--- config.mk ---
export PLATFORM = sky130hd
export DESIGN_NAME = sync_updown_mod_counter
export DESIGN_NICKNAME = d
export VERILOG_FILES = /design/src/rtl/counter_pkg.sv /design/src/rtl/d_ff_n.sv /design/src/rtl/sync_updown_mod_counter.sv
export SDC_FILE = /design/constraint.sdc
export NUM_CORES = 1
export LEC_CHECK = 0
export BUFFER_PORTS_ARGS = -buffer_cell sky130_fd_sc_hd__buf_2
export CAP_MARGIN = 20
export CORE_AREA = 2 2 39 41
export DETAILED_ROUTE_END_ITERATION = 16
export DIE_AREA = 0 0 41 43
export SLEW_MARGIN = 20
export SYNTH_ARGS = -nofsm -noshare
export SYNTH_HDL_FRONTEND = slang
export SYNTH_SLANG_ARGS = --single-unit
--- constraint.sdc ---
create_clock -name clk_i -period 1.73 [get_ports clk_i]
set_input_delay 0.346 -clock clk_i [delete_from_list [all_inputs] [get_ports clk_i]]
set_output_delay 0.346 -clock clk_i [all_outputs]
set_load 0.03 [all_outputs]
--- src/rtl/counter_pkg.sv ---
// Shared definitions for the counters library.
// Holds direction/mode encodings and the elaboration-time legality check
// used by parametrised counters.
package counter_pkg;

  localparam logic MODE_WRAP = 1'b0;
  localparam logic MODE_SAT  = 1'b1;
  localparam logic DIR_UP    = 1'b1;
  localparam logic DIR_DOWN  = 1'b0;

  localparam int unsigned MaxWidth = 16;

  // True when the width/modulus pair is a supported configuration.
  function automatic bit params_legal(int unsigned width, int unsigned modulus);
    if (width < 1 || width > MaxWidth) begin
      return 1'b0;
    end
    return (modulus >= 2) && (modulus <= (32'd1 << width));
  endfunction

endpackage

--- src/rtl/d_ff_n.sv ---
// Width-bit D register with asynchronous active-low reset to zero.
// Ports:
//   clk_i  - clock, rising edge
//   rst_ni - asynchronous active-low reset
//   d_i    - next value
//   q_o    - registered value
module d_ff_n #(
  parameter int unsigned Width = 1
) (
  input  logic             clk_i,
  input  logic             rst_ni,
  input  logic [Width-1:0] d_i,
  output logic [Width-1:0] q_o
);

  logic [Width-1:0] q_q;

  always_ff @(posedge clk_i or negedge rst_ni) begin
    if (!rst_ni) begin
      q_q <= '0;
    end else begin
      q_q <= d_i;
    end
  end

  assign q_o = q_q;

endmodule

--- src/rtl/sync_updown_mod_counter.sv ---
// Parametrised synchronous up/down modulo counter with load, enable and
// wrap/saturate mode. Count range is 0..MODULUS-1.
// Ports:
//   clk_i      - clock, rising edge
//   rst_ni     - asynchronous active-low reset (q and wrap clear)
//   en_i       - count enable
//   up_dn_i    - direction, 1 = up, 0 = down
//   mode_i     - 0 = wrap at terminal value, 1 = saturate
//   load_i     - synchronous load strobe, has priority over en_i
//   load_val_i - value to load, clamped to MODULUS-1
//   q_o        - current count, registered
//   tc_o       - terminal count for the current direction, combinational
//   wrap_o     - one-cycle pulse coincident with q showing the wrapped value
module sync_updown_mod_counter
  import counter_pkg::*;
#(
  parameter int unsigned WIDTH   = 4,
  parameter int unsigned MODULUS = 2 ** WIDTH
) (
  input  logic             clk_i,
  input  logic             rst_ni,
  input  logic             en_i,
  input  logic             up_dn_i,
  input  logic             mode_i,
  input  logic             load_i,
  input  logic [WIDTH-1:0] load_val_i,
  output logic [WIDTH-1:0] q_o,
  output logic             tc_o,
  output logic             wrap_o
);

  if (!params_legal(WIDTH, MODULUS)) begin : g_bad_params
    $error("sync_updown_mod_counter: illegal WIDTH/MODULUS combination");
  end

  // Arithmetic runs one bit wider so MODULUS = 2**WIDTH needs no special case.
  localparam logic [WIDTH:0] TermUp = (WIDTH + 1)'(MODULUS - 1);
  localparam logic [WIDTH:0] One    = (WIDTH + 1)'(1);

  logic [WIDTH-1:0] q_q, q_d;
  logic             wrap_q, wrap_d;
  logic [WIDTH:0]   q_ext, lv_ext, inc_ext, dec_ext;
  logic             tc;

  d_ff_n #(
    .Width(WIDTH)
  ) u_q_reg (
    .clk_i (clk_i),
    .rst_ni(rst_ni),
    .d_i   (q_d),
    .q_o   (q_q)
  );

  always_comb begin
    q_ext   = {1'b0, q_q};
    lv_ext  = {1'b0, load_val_i};
    inc_ext = q_ext + One;
    dec_ext = q_ext - One;
    tc      = (up_dn_i == DIR_UP) ? (q_ext == TermUp) : (q_ext == '0);
  end

  always_comb begin
    q_d    = q_q;
    wrap_d = 1'b0;
    if (load_i) begin
      q_d = (lv_ext > TermUp) ? TermUp[WIDTH-1:0] : load_val_i;
    end else if (en_i) begin
      if (tc) begin
        if (mode_i == MODE_WRAP) begin
          q_d    = (up_dn_i == DIR_UP) ? '0 : TermUp[WIDTH-1:0];
          wrap_d = 1'b1;
        end
      end else if (up_dn_i == DIR_UP) begin
        q_d = inc_ext[WIDTH-1:0];
      end else begin
        q_d = dec_ext[WIDTH-1:0];
      end
    end
  end

  always_ff @(posedge clk_i or negedge rst_ni) begin
    if (!rst_ni) begin
      wrap_q <= 1'b0;
    end else begin
      wrap_q <= wrap_d;
    end
  end

  assign q_o    = q_q;
  assign tc_o   = tc;
  assign wrap_o = wrap_q;

endmodule

==> run summary, run 1 <==
Nets - 83
H-tree levels - 1
First DRT Iteration DRCs - 3
Register-to-Register Path Depth - 6
Min Tclk post-route - 1.66 ns
Pwr Density - 1010 nW/µm²
Grt met3 use - 0.0157
Row count - 14
DRT Wirelength - 975 µm
Min-Delay Startpoint - load_val_i[0]
Ys Warns - 0
Clk slew on worst S/H paths - 0.04 ns
Clock Latency Late Sink - 0.24 ns
CP startpoint - u_q_reg.q_o[0]
Syn Nets - 58
Layout cell share with drive strength beyond 1 - 0.522
First-pass GRT wire length - 1600 µm
Number of port buffers - 15
Final number of setup-violating endpoints - 0
Core ar. - 1380 µm²
DRT antenna net count - 0
Commonest cells after routing, fill and taps aside - 14 x buf_2, 7 x nand2_1, 5 x buf_4
Die Wd - 41 µm
1st-pass router iterations - 4
Async S/R FF share, synth - 1.00
Num CTS Buffers - 3
R2r startpoint - u_q_reg.q_o[1]
Post-synthesis sequential area ratio - 0.304
All-layer global routing usage - 0.131
Synth Flop Type - dfrtp_1
Reg-to-reg slack, setup - 0.28 ns
Fin crit share - 0.959
Clock tree root buffer cell - clkbuf_4
Slew at the pin closest to its max-slew limit - 0.314 ns
Most common cell after layout, fill and taps aside - buf_2
Antenna violations before repair - 0
Worst min-delay path category - in -> reg
CTS Sinks - 5
Synth unique cells - 23
Vias/cell - 4.58
Vias - 389
Sw frac - 0.401
Yosys top cell by area - dfrtp_1
CTS tree - built
Pint - 359 µW
Number of global-route vias before repair - 383
Placed cells - 78
HPWL Detailed - 797 µm
Sequential power share - 0.291
Residual DRC - 0
Area delta synth->final - 44.7%
Max-slew headroom - 0.791
Initial Utilization - 0.297
Fill count - 144
Clk buf depth - 2
Pin count of the biggest net entering global routing - 8
Setup TNS - 0 ns
Number of enable flip-flop cells after synthesis - 0
Status - completed
Placer Congestion - 0.729
Met1 global-route usage - 0.146
Nature of the critical path endpoint - output pin
Synth top area cells - dfrtp_1 30%, nand2_1 6.4%, a21oi_2 6.4%, ha_1 6.1%, fa_1 4.9%
Hold endpoint - u_q_reg.q_o[0]
Fin Hold WS - 0.337 ns
Synth Register Bits - 5
Crit path arrival time - 1.31 ns
Max-cap viol count - 0
Routed length per instance - 11.5 µm
Die H - 43 µm
Register area - 129 µm²
Ant diodes - 0
Post-synth top area share - 0.304
Max Slew Vio Count - 0
Clock power share - 0.221
Crit Path Class - reg -> out
I/O pins - 16
Busiest grt layer - met2
GRT met2 Usage - 0.228
Sw Pwr - 240 µW
FF-to-FF End - u_q_reg.q_o[3]
Avg Cell Area, Syn - 9.15 µm²
Hold Crit Depth - 3
CP Launch Type - register
Cell Area, Synth - 412 µm²
Crit-path max FO - 5
FMAX - 602 MHz
Worst VDD drop - 0.255 mV
Syn Inst Count - 45
Global route overflow - 0
Post-Layout Cell Count - 85
Gate power share - 0.488
Static leakage - 0.288 nW
Die Area - 1760 µm²
Unrepaired setup endpoints after global routing - no
CP required - 1.38 ns
Clk_skew - 0.000668 ns
Multi-input gate area - 295 µm²
Final hold vios - 0
logic make-up after synthesis:
kind of cell             Yosys count  synth area share
AO/OA/AOI/OAI                     12             0.222
XOR/XNOR                           3            0.0638
adder cells (fa/ha/maj)            3             0.109
buffers and inverters              2            0.0182
flip-flops                         5             0.304
AND/OR/NAND/NOR                   20             0.283
Yosys cell counts (2+ instances only):
library cell and number:
a21oi_2 3, o22ai_1 3, a21oi_1 2, ha_1 2
nor2_1 4, dfrtp_1 5, nor3_2 2, xnor2_1 2
nand2_1 7, inv_1 2
final cells by class:
cell class / count / area share
Multi-Input combinational cell: 38 / 0.496
Sequential cell: 5 / 0.216
Timing Repair Buffer: 20 / 0.197
Clock buffer: 4 / 0.0441
Tap cell: 16 / 0.0336
Inverter: 2 / 0.0126
power groups by stage:
stage,registers (mW),clock network (mW),logic [mW]
2_1_floorplan,0.213,0,0.141
3_3_place_gp,0.172,0,0.264
3_5_place_dp,0.172,0,0.265
4_1_cts,0.175,0.138,0.268
5_1_grt,0.178,0.147,0.327
6_report,0.174,0.132,0.292
through the flow:
step	worst slack, ns	total power [mW]	cell area (µm²)	util
after global placement	0.162	0.435	522	0.377
final	0.0702	0.599	596	0.430
after detailed placement	0.143	0.437	522	0.377
after floorplan	0.135	0.355	412	-
after global routing	0.00308	0.652	596	0.430
after CTS	0.0302	0.581	567	0.410
worst max-delay path, stage by stage, from the launching register on:
cell     delay [ns]
dfrtp_2        0.44
nand2_1        0.10
or2_4          0.28
nand2_1        0.09
buf_4          0.16
worst max-delay path by stage:
| stage | to |
|---|---|
| 2_1_floorplan | tc_o |
| 3_3_place_gp | u_q_reg.q_o[3] |
| 3_5_place_dp | u_q_reg.q_o[3] |
| 4_1_cts | tc_o |
| 5_1_grt | tc_o |
| 6_report | tc_o |
flip-flops by register name, summed over array words and instances (netlist names):
register and cells:
u_q_reg.q_o 4, wrap_o 1
routing by layer:
| metal | share of wire | wire, µm |
|---|---|---|
| met1 | 0.41 | 403 |
| met2 | 0.54 | 529 |
| met3 | 0.043 | 42 |
| met4 | 0 | 0 |
| met5 | 0 | 0 |
timing repair:
action / CTS / global route
endpoints found under the hold margin: 5 / 0
gates resized for setup: 4 / 4
gates cloned: 0 / 0
hold buffers: 1 / 0
endpoints found under the setup margin: 1 / 1
setup buffers: 0 / 2
Power figures use the tool's default switching activity.
==> inputs of run 2 (changes only) <==
--- a/config.mk
+++ b/config.mk
@@ -13,4 +13,5 @@
 export SLEW_MARGIN = 20
 export SYNTH_ARGS = -nofsm -noshare
 export SYNTH_HDL_FRONTEND = slang
+export SYNTH_HIERARCHICAL = 1
 export SYNTH_SLANG_ARGS = --single-unit
==> run 2 against run 1 <==
  * The flow now finishes with violations (setup timing)
  * Register-to-register slack got worse by 0.29 ns
  * Critical path type unchanged
  * Clock power fell by 4%
  * Critical path depth fell by 1
  * Sequential share of layout area fell by 1.2 points
==> run summary, run 2 <==
Antenna violations before repair - 0 (unchanged)
Clk_skew - 0.000203 ns (-0.000465 ns)
Max-slew headroom - 0.807 (+0.0163)
Crit-path max FO - 3 (-2)
Syn Inst Count - 40 (-11%)
Nature of the critical path endpoint - output pin
Number of global-route vias before repair - 355 (-7.3%)
Num CTS Buffers - 3 (unchanged)
Initial Utilization - 0.292 (-0.00542)
Syn Nets - 53 (-8.6%)
Fill count - 140 (-2.8%)
First DRT Iteration DRCs - 6 (+3)
Vias - 405 (+4.1%)
Most common cell after layout, fill and taps aside - buf_2
Post-synth top area share - 0.310 (+0.00565)
Multi-input gate area - 275 µm² (-6.8%)
Residual DRC - 0 (unchanged)
Post-synth top cells - 6 x nor3b_1, 5 x dfrtp_1, 4 x a21oi_1, 4 x nand2b_1
Failing checks - setup timing
Number of port buffers - 15 (unchanged)
Synth Flop Type - dfrtp_1
Static leakage - 0.295 nW (+2.6%)
Clock Latency Late Sink - 0.23 ns (about the same)
Crit path arrival time - 1.49 ns (+0.18 ns)
Number of enable flip-flop cells after synthesis - 0 (unchanged)
Post-synthesis sequential area ratio - 0.310 (+0.00565)
Synth unique cells - 21 (-8.7%)
Synth Register Bits - 5 (unchanged)
Commonest cells after routing, fill and taps aside - 14 x buf_2, 10 x buf_4, 6 x nor3b_1
Vias/cell - 4.76 (+4.1%)
Die Area - 1760 µm² (unchanged)
Min Tclk post-route - 1.84 ns (+0.180 ns)
All-layer global routing usage - 0.120 (-0.0108)
Max FFs per register - 4 (unchanged)
Routed length per instance - 11.9 µm (+3.5%)
Die H - 43 µm (unchanged)
Die Wd - 41 µm (unchanged)
Setup TNS - -0.123 ns (-0.123 ns)
Area delta synth->final - 54.2%
Ant diodes - 0 (unchanged)
Unrepaired setup endpoints after global routing - yes
DRT Wirelength - 1010 µm (+3.5%)
Placed cells - 77 (-1.3%)
Core ar. - 1380 µm² (unchanged)
Pwr Density - 847 nW/µm² (-16%)
Yosys top cell by area - dfrtp_1
Worst min-delay path category - in -> reg
FMAX - 543 MHz (-9.8%)
CP required - 1.38 ns (about the same)
Worst VDD drop - 0.319 mV (+25%)
Layout cell share with drive strength beyond 1 - 0.493 (-0.0290)
CTS Sinks - 5 (unchanged)
H-tree levels - 1 (unchanged)
Pin count of the biggest net entering global routing - 10 (+2)
Ys Warns - 6 (+6)
1st-pass router iterations - 3 (-1)
Final WS setup - -0.110 ns (-0.180 ns)
Clk slew on worst S/H paths - 0.04 ns (about the same)
Row count - 14 (unchanged)
Fin crit share - 1.06 (+0.104)
I/O pins - 16 (unchanged)
First-pass GRT wire length - 1470 µm (-8.2%)
Design Area, Final - 623 µm² (+4.6%)
Placed Instance Area - 551 µm² (+5.5%)
Post-Layout Cell Count - 85 (unchanged)
Avg Cell Area, Syn - 10.1 µm² (+10%)
Crit Path Class - reg -> out
Max-cap viol count - 0 (unchanged)
Final hold vios - 0 (unchanged)
Placer Congestion - 0.686 (-5.9%)
Max Slew Vio Count - 0 (unchanged)
Synth top area cells - dfrtp_1 31%, nor3b_1 11%, ha_1 6.2%, nand2b_1 6.2%, mux2i_4 5.6%
Cell Area, Synth - 404 µm² (-1.8%)
Async S/R FF share, synth - 1.00 (unchanged)
DRT antenna net count - 0 (unchanged)
CTS tree - built
Clock tree root buffer cell - clkbuf_4
Slew at the pin closest to its max-slew limit - 0.285 ns (-0.0284 ns)
Final number of setup-violating endpoints - 2 (+2)
Global route overflow - 0 (unchanged)
Dominant cell by count in the synthesized netlist - nor3b_1
Clk buf depth - 2 (unchanged)
Nets - 83 (unchanged)
Status - finished, violations left
Fin Hold WS - 0.310 ns (-0.0265 ns)
Register area - 128 µm² (-0.97%)
Place WS - 0.0665 ns (-0.0769 ns)
HPWL Detailed - 806 µm (+1.2%)
CP Launch Type - register
-- run 2: changes by cell type after synthesis, moves of 2 or more --
cell      delta
nand2_1      -7
nor3b_1      +5
nand2b_1     +4
a21oi_2      -3
nor2_1       -3
a21oi_1      +2
nor3_2       -2
o22ai_1      -2
o311ai_0     +2
-- run 2: timing repair --
item                                    CTS  global route
cloned                                    0             0
gates resized for setup                   2             1
endpoints found under the setup margin    1             5
hold buffers                              1             0
pin swaps                                 1             1
hold endpoints to repair                  5             0
buffers inserted                          1             2
-- run 2: path summary, 6_finish.rpt --
path / depth (start not counted) / start / to / slack, ns
max in group asynchronous: 2 / rst_ni / u_q_reg/q_o[1] / 1.14
min: 2 / mode_i / wrap_o / 0.31
min in group asynchronous: 2 / rst_ni / u_q_reg/q_o[3] / 0.45
max: 3 / u_q_reg/q_o[1] / tc_o / -0.11
max reg2reg: 6 / u_q_reg/q_o[1] / u_q_reg/q_o[3] / -0.01
min reg2reg: 3 / u_q_reg/q_o[2] / u_q_reg/q_o[2] / 0.85
-- run 2: cell type report --
class,count,area share
clock buffer,4,0.0422
inverter,2,0.0120
tap,16,0.0321
timing repair buffer,26,0.267
sequential,5,0.205
multi-input combinational,32,0.442
-- run 2: worst max-delay path, stage by stage (launching register included) --
cell	delay (ns)
dfrtp_2	0.40
or4_4	0.53
mux2i_4	0.17
buf_6	0.15
-- run 2: logic make-up (layout without fill, tap and decap cells) --
kind of cell / count (synthesis) / count (layout) / share of synthesized area
and+or+nand+nor: 14 / 14 / 0.248
DFF: 5 / 5 / 0.310
adders and majority gates: 3 / 3 / 0.111
buffers and inverters: 3 / 32 / 0.0279
AOI/OAI and AO/OA: 11 / 11 / 0.183
xor gates and xnor gates: 3 / 3 / 0.0650
muxes: 1 / 1 / 0.0557
-- run 2: power by group --
group / internal [mW] / switching, mW / leakage [nW]
logic: 0.123 / 0.135 / 0.220
clock network: 0.0867 / 0.0400 / 0.0150
registers: 0.134 / 0.00915 / 0.0601
total: 0.343 / 0.184 / 0.295
-- run 2: routing by layer --
| metal | vias to the layer above | routed length, µm | track usage | part of all wire |
|---|---|---|---|---|
| met2 | 9 | 545 | 0.213 | 0.54 |
| li1 | 208 | - | - | - |
| met1 | 188 | 437 | 0.148 | 0.43 |
| met4 | 0 | 0 | 0.0400 | 0 |
| met3 | 0 | 26 | 0 | 0.026 |
| met5 | - | 0 | 0 | 0 |
-- run 2: through the flow --
step / utilization / power, mW
after floorplan: - / 0.288
after global placement: 0.398 / 0.379
after detailed placement: 0.398 / 0.377
after CTS: 0.434 / 0.518
after global routing: 0.450 / 0.568
final: 0.450 / 0.528
==> inputs of run 3 (changes only) <==
--- a/config.mk
+++ b/config.mk
@@ -8,6 +8,7 @@
 export BUFFER_PORTS_ARGS = -buffer_cell sky130_fd_sc_hd__buf_2
 export CAP_MARGIN = 20
 export CORE_AREA = 2 2 39 41
+export CTS_BUF_LIST = sky130_fd_sc_hd__clkbuf_8 sky130_fd_sc_hd__clkbuf_16
 export DETAILED_ROUTE_END_ITERATION = 16
 export DIE_AREA = 0 0 41 43
 export SLEW_MARGIN = 20
==> run 3 against run 2 <==
  * The run still ends with setup timing left
  * Largest cell class unchanged
  * Critical path depth did not move
  * Combinational power barely moved
  * Flip-flop and latch count did not move
  * Sequential share of layout area fell by 0.60 points
  * Fmax rose by 0.87%
  * Worst setup slack improved by 0.016 ns
==> run summary, run 3 (synthesis gave the netlist of run 2 again) <==
Status - finished, violations left
Failing checks - setup timing
Clock Latency Late Sink - 0.22 ns (about the same)
Reg-to-reg slack, setup - -0.03 ns (-0.02 ns)
All-layer global routing usage - 0.126 (+0.00581)
Die Wd - 41 µm (unchanged)
Crit Path Class - reg -> out
Num CTS Buffers - 3 (unchanged)
CP Launch Type - register
FF-to-FF End - u_q_reg/q_o[3]
Ant diodes - 0 (unchanged)
DRT antenna net count - 0 (unchanged)
Gate power share - 0.424 (-0.065)
Placed Instance Area - 551 µm² (unchanged)
Max-slew headroom - 0.805 (-0.00222)
Die Area - 1760 µm² (unchanged)
H-tree levels - 1 (unchanged)
Worst VDD drop - 0.431 mV (+35%)
Fin Hold WS - 0.324 ns (+0.0133 ns)
Final Core Density - 0.464 (+0.0136)
Area delta synth->final - 58.8%
HPWL Detailed - 806 µm (unchanged)
Pint - 409 µW (+19%)
Max-cap viol count - 0 (unchanged)
Crit-path max FO - 3 (unchanged)
CP max-delay cell - or4_4
Hold Crit Depth - 2 (unchanged)
CP max stage delay - 0.53 ns (about the same)
CP required - 1.38 ns (about the same)
Sequential power share - 0.235 (-0.036)
Residual DRC - 0 (unchanged)
Unrepaired setup endpoints after global routing - yes
Pwr Density - 951 nW/µm² (+12%)
Initial Utilization - 0.292 (unchanged)
Register-to-Register Path Depth - 6 (unchanged)
R2r startpoint - u_q_reg/q_o[1]
Antenna violations before repair - 0 (unchanged)
DRT Wirelength - 1080 µm (+6.6%)
Design Area, Final - 642 µm² (+3.0%)
Global route overflow - 0 (unchanged)
Clock power share - 0.340 (+0.100)
Crit path arrival time - 1.48 ns (about the same)
Max Slew Vio Count - 0 (unchanged)
Most common cell after layout, fill and taps aside - buf_2
1st-pass router iterations - 4 (+1)
Die H - 43 µm (unchanged)
First-pass GRT wire length - 1520 µm (+3.3%)
Hold endpoint - wrap_o
Vias/cell - 4.87 (+2.2%)
Min Tclk post-route - 1.82 ns (-0.0158 ns)
Number of global-route vias before repair - 359 (+1.1%)
Kind of cell adding the most delay to the critical path - simple AND/OR/NAND/NOR gates
CTS Sinks - 5 (unchanged)
Fin crit share - 1.05 (-0.00913)
I/O pins - 16 (unchanged)
Placer Congestion - 0.686 (unchanged)
Sw Pwr - 202 µW (+9.5%)
Slew at the pin closest to its max-slew limit - 0.288 ns (+0.00328 ns)
Clk slew on worst S/H paths - 0.04 ns (about the same)
Critical Path, Cell by Cell - or4_4 -> mux2i_4 -> buf_6
Core ar. - 1380 µm² (unchanged)
Fill count - 141 (+0.71%)
Nature of the critical path endpoint - output pin
Number of port buffers - 15 (unchanged)
Row count - 14 (unchanged)
Final number of setup-violating endpoints - 3 (+1)
Commonest cells after routing, fill and taps aside - 14 x buf_2, 10 x buf_4, 6 x nor3b_1
Clock tree root buffer cell - clkbuf_8
First DRT Iteration DRCs - 9 (+3)
FMAX - 548 MHz (+0.87%)
Final WS setup - -0.0944 ns (+0.0158 ns)
Worst min-delay path category - in -> reg
Layout cell share with drive strength beyond 1 - 0.493 (unchanged)
Clk buf depth - 2 (unchanged)
Sw frac - 0.330 (-0.0189)
Crit path buf inv count - 1 (unchanged)
Clk_skew - 0.00211 ns (+0.00191 ns)
Min-Delay Startpoint - mode_i
CTS tree - built
Routed length per instance - 12.7 µm (+6.6%)
Vias - 414 (+2.2%)
Final hold vios - 0 (unchanged)
Max FFs per register - 4 (unchanged)
Pin count of the biggest net entering global routing - 10 (unchanged)
Static leakage - 0.307 nW (+4.0%)
Nets - 83 (unchanged)
run 3: cell count changes in the layout (fill, tap and decap cells not counted), sizes merged:
cell	change
clkbuf	-1
inv	+1
run 3: what timing repair did:
| action | in CTS | in global routing |
|---|---|---|
| buffers inserted | 1 | 2 |
| setup endpoints to repair | 1 | 5 |
| cloned | 0 | 0 |
| gates resized for setup | 2 | 1 |
| pin swaps | 1 | 1 |
| hold endpoints to repair | 5 | 0 |
| hold buffers | 1 | 0 |
run 3: final cells by class:
type / instances / area (µm²) / area share
Multi-Input combinational cell: 32 / 275 / 0.429
Timing Repair Buffer: 26 / 166 / 0.259
Sequential cell: 5 / 128 / 0.199
Clock buffer: 3 / 41.3 / 0.0643
Tap cell: 16 / 20.0 / 0.0312
Inverter: 2 / 7.51 / 0.0117
Clock inverter: 1 / 3.75 / 0.00585
run 3: metrics by stage:
stage | setup WS [ns] | total power [mW] | TNS [ns] | instances
3_5_place_dp | 0.0665 | 0.377 | 0 | 77
4_1_cts | -0.104 | 0.599 | -0.104 | 83
2_1_floorplan | -0.0269 | 0.288 | -0.0582 | 40
5_1_grt | -0.124 | 0.648 | -0.326 | 85
6_report | -0.0944 | 0.610 | -0.139 | 85
3_3_place_gp | 0.0617 | 0.379 | 0 | 77
run 3: worst register-to-register path, stage by stage (launching register included):
cell and delay [ns]:
dfrtp_2 0.40, or4_4 0.53, mux2i_4 0.17, buf_4 0.13
buf_4 0.12, nand4b_1 0.16, o311ai_1 0.13
run 3: worst max path at each step:
stage	start	to	slack (ns)	depth (start not counted)
4_1_cts	u_q_reg/q_o[0]	tc_o	-0.10	3
3_5_place_dp	u_q_reg/q_o[1]	u_q_reg/q_o[0]	0.07	4
3_3_place_gp	up_dn_i	u_q_reg/q_o[3]	0.06	7
5_1_grt	u_q_reg/q_o[1]	tc_o	-0.12	3
6_report	u_q_reg/q_o[1]	tc_o	-0.09	3
2_1_floorplan	u_q_reg/q_o[1]	u_q_reg/q_o[1]	-0.03	4
run 3: metal layers:
| layer | vias to the layer above | global-route usage | part of all wire |
|---|---|---|---|
| met3 | 0 | 0 | 0.035 |
| met1 | 196 | 0.154 | 0.42 |
| met4 | 0 | 0.0600 | 0 |
| met2 | 9 | 0.216 | 0.55 |
| li1 | 209 | - | - |
| met5 | - | 0 | 0 |
run 3: power groups by stage:
stage | Combinational (mW) | Clock (mW) | Sequential, mW
after floorplan | 0.102 | 0 | 0.186
after global placement | 0.234 | 0 | 0.145
after detailed placement | 0.232 | 0 | 0.145
after CTS | 0.242 | 0.214 | 0.144
after global routing | 0.282 | 0.220 | 0.146
final | 0.259 | 0.208 | 0.144
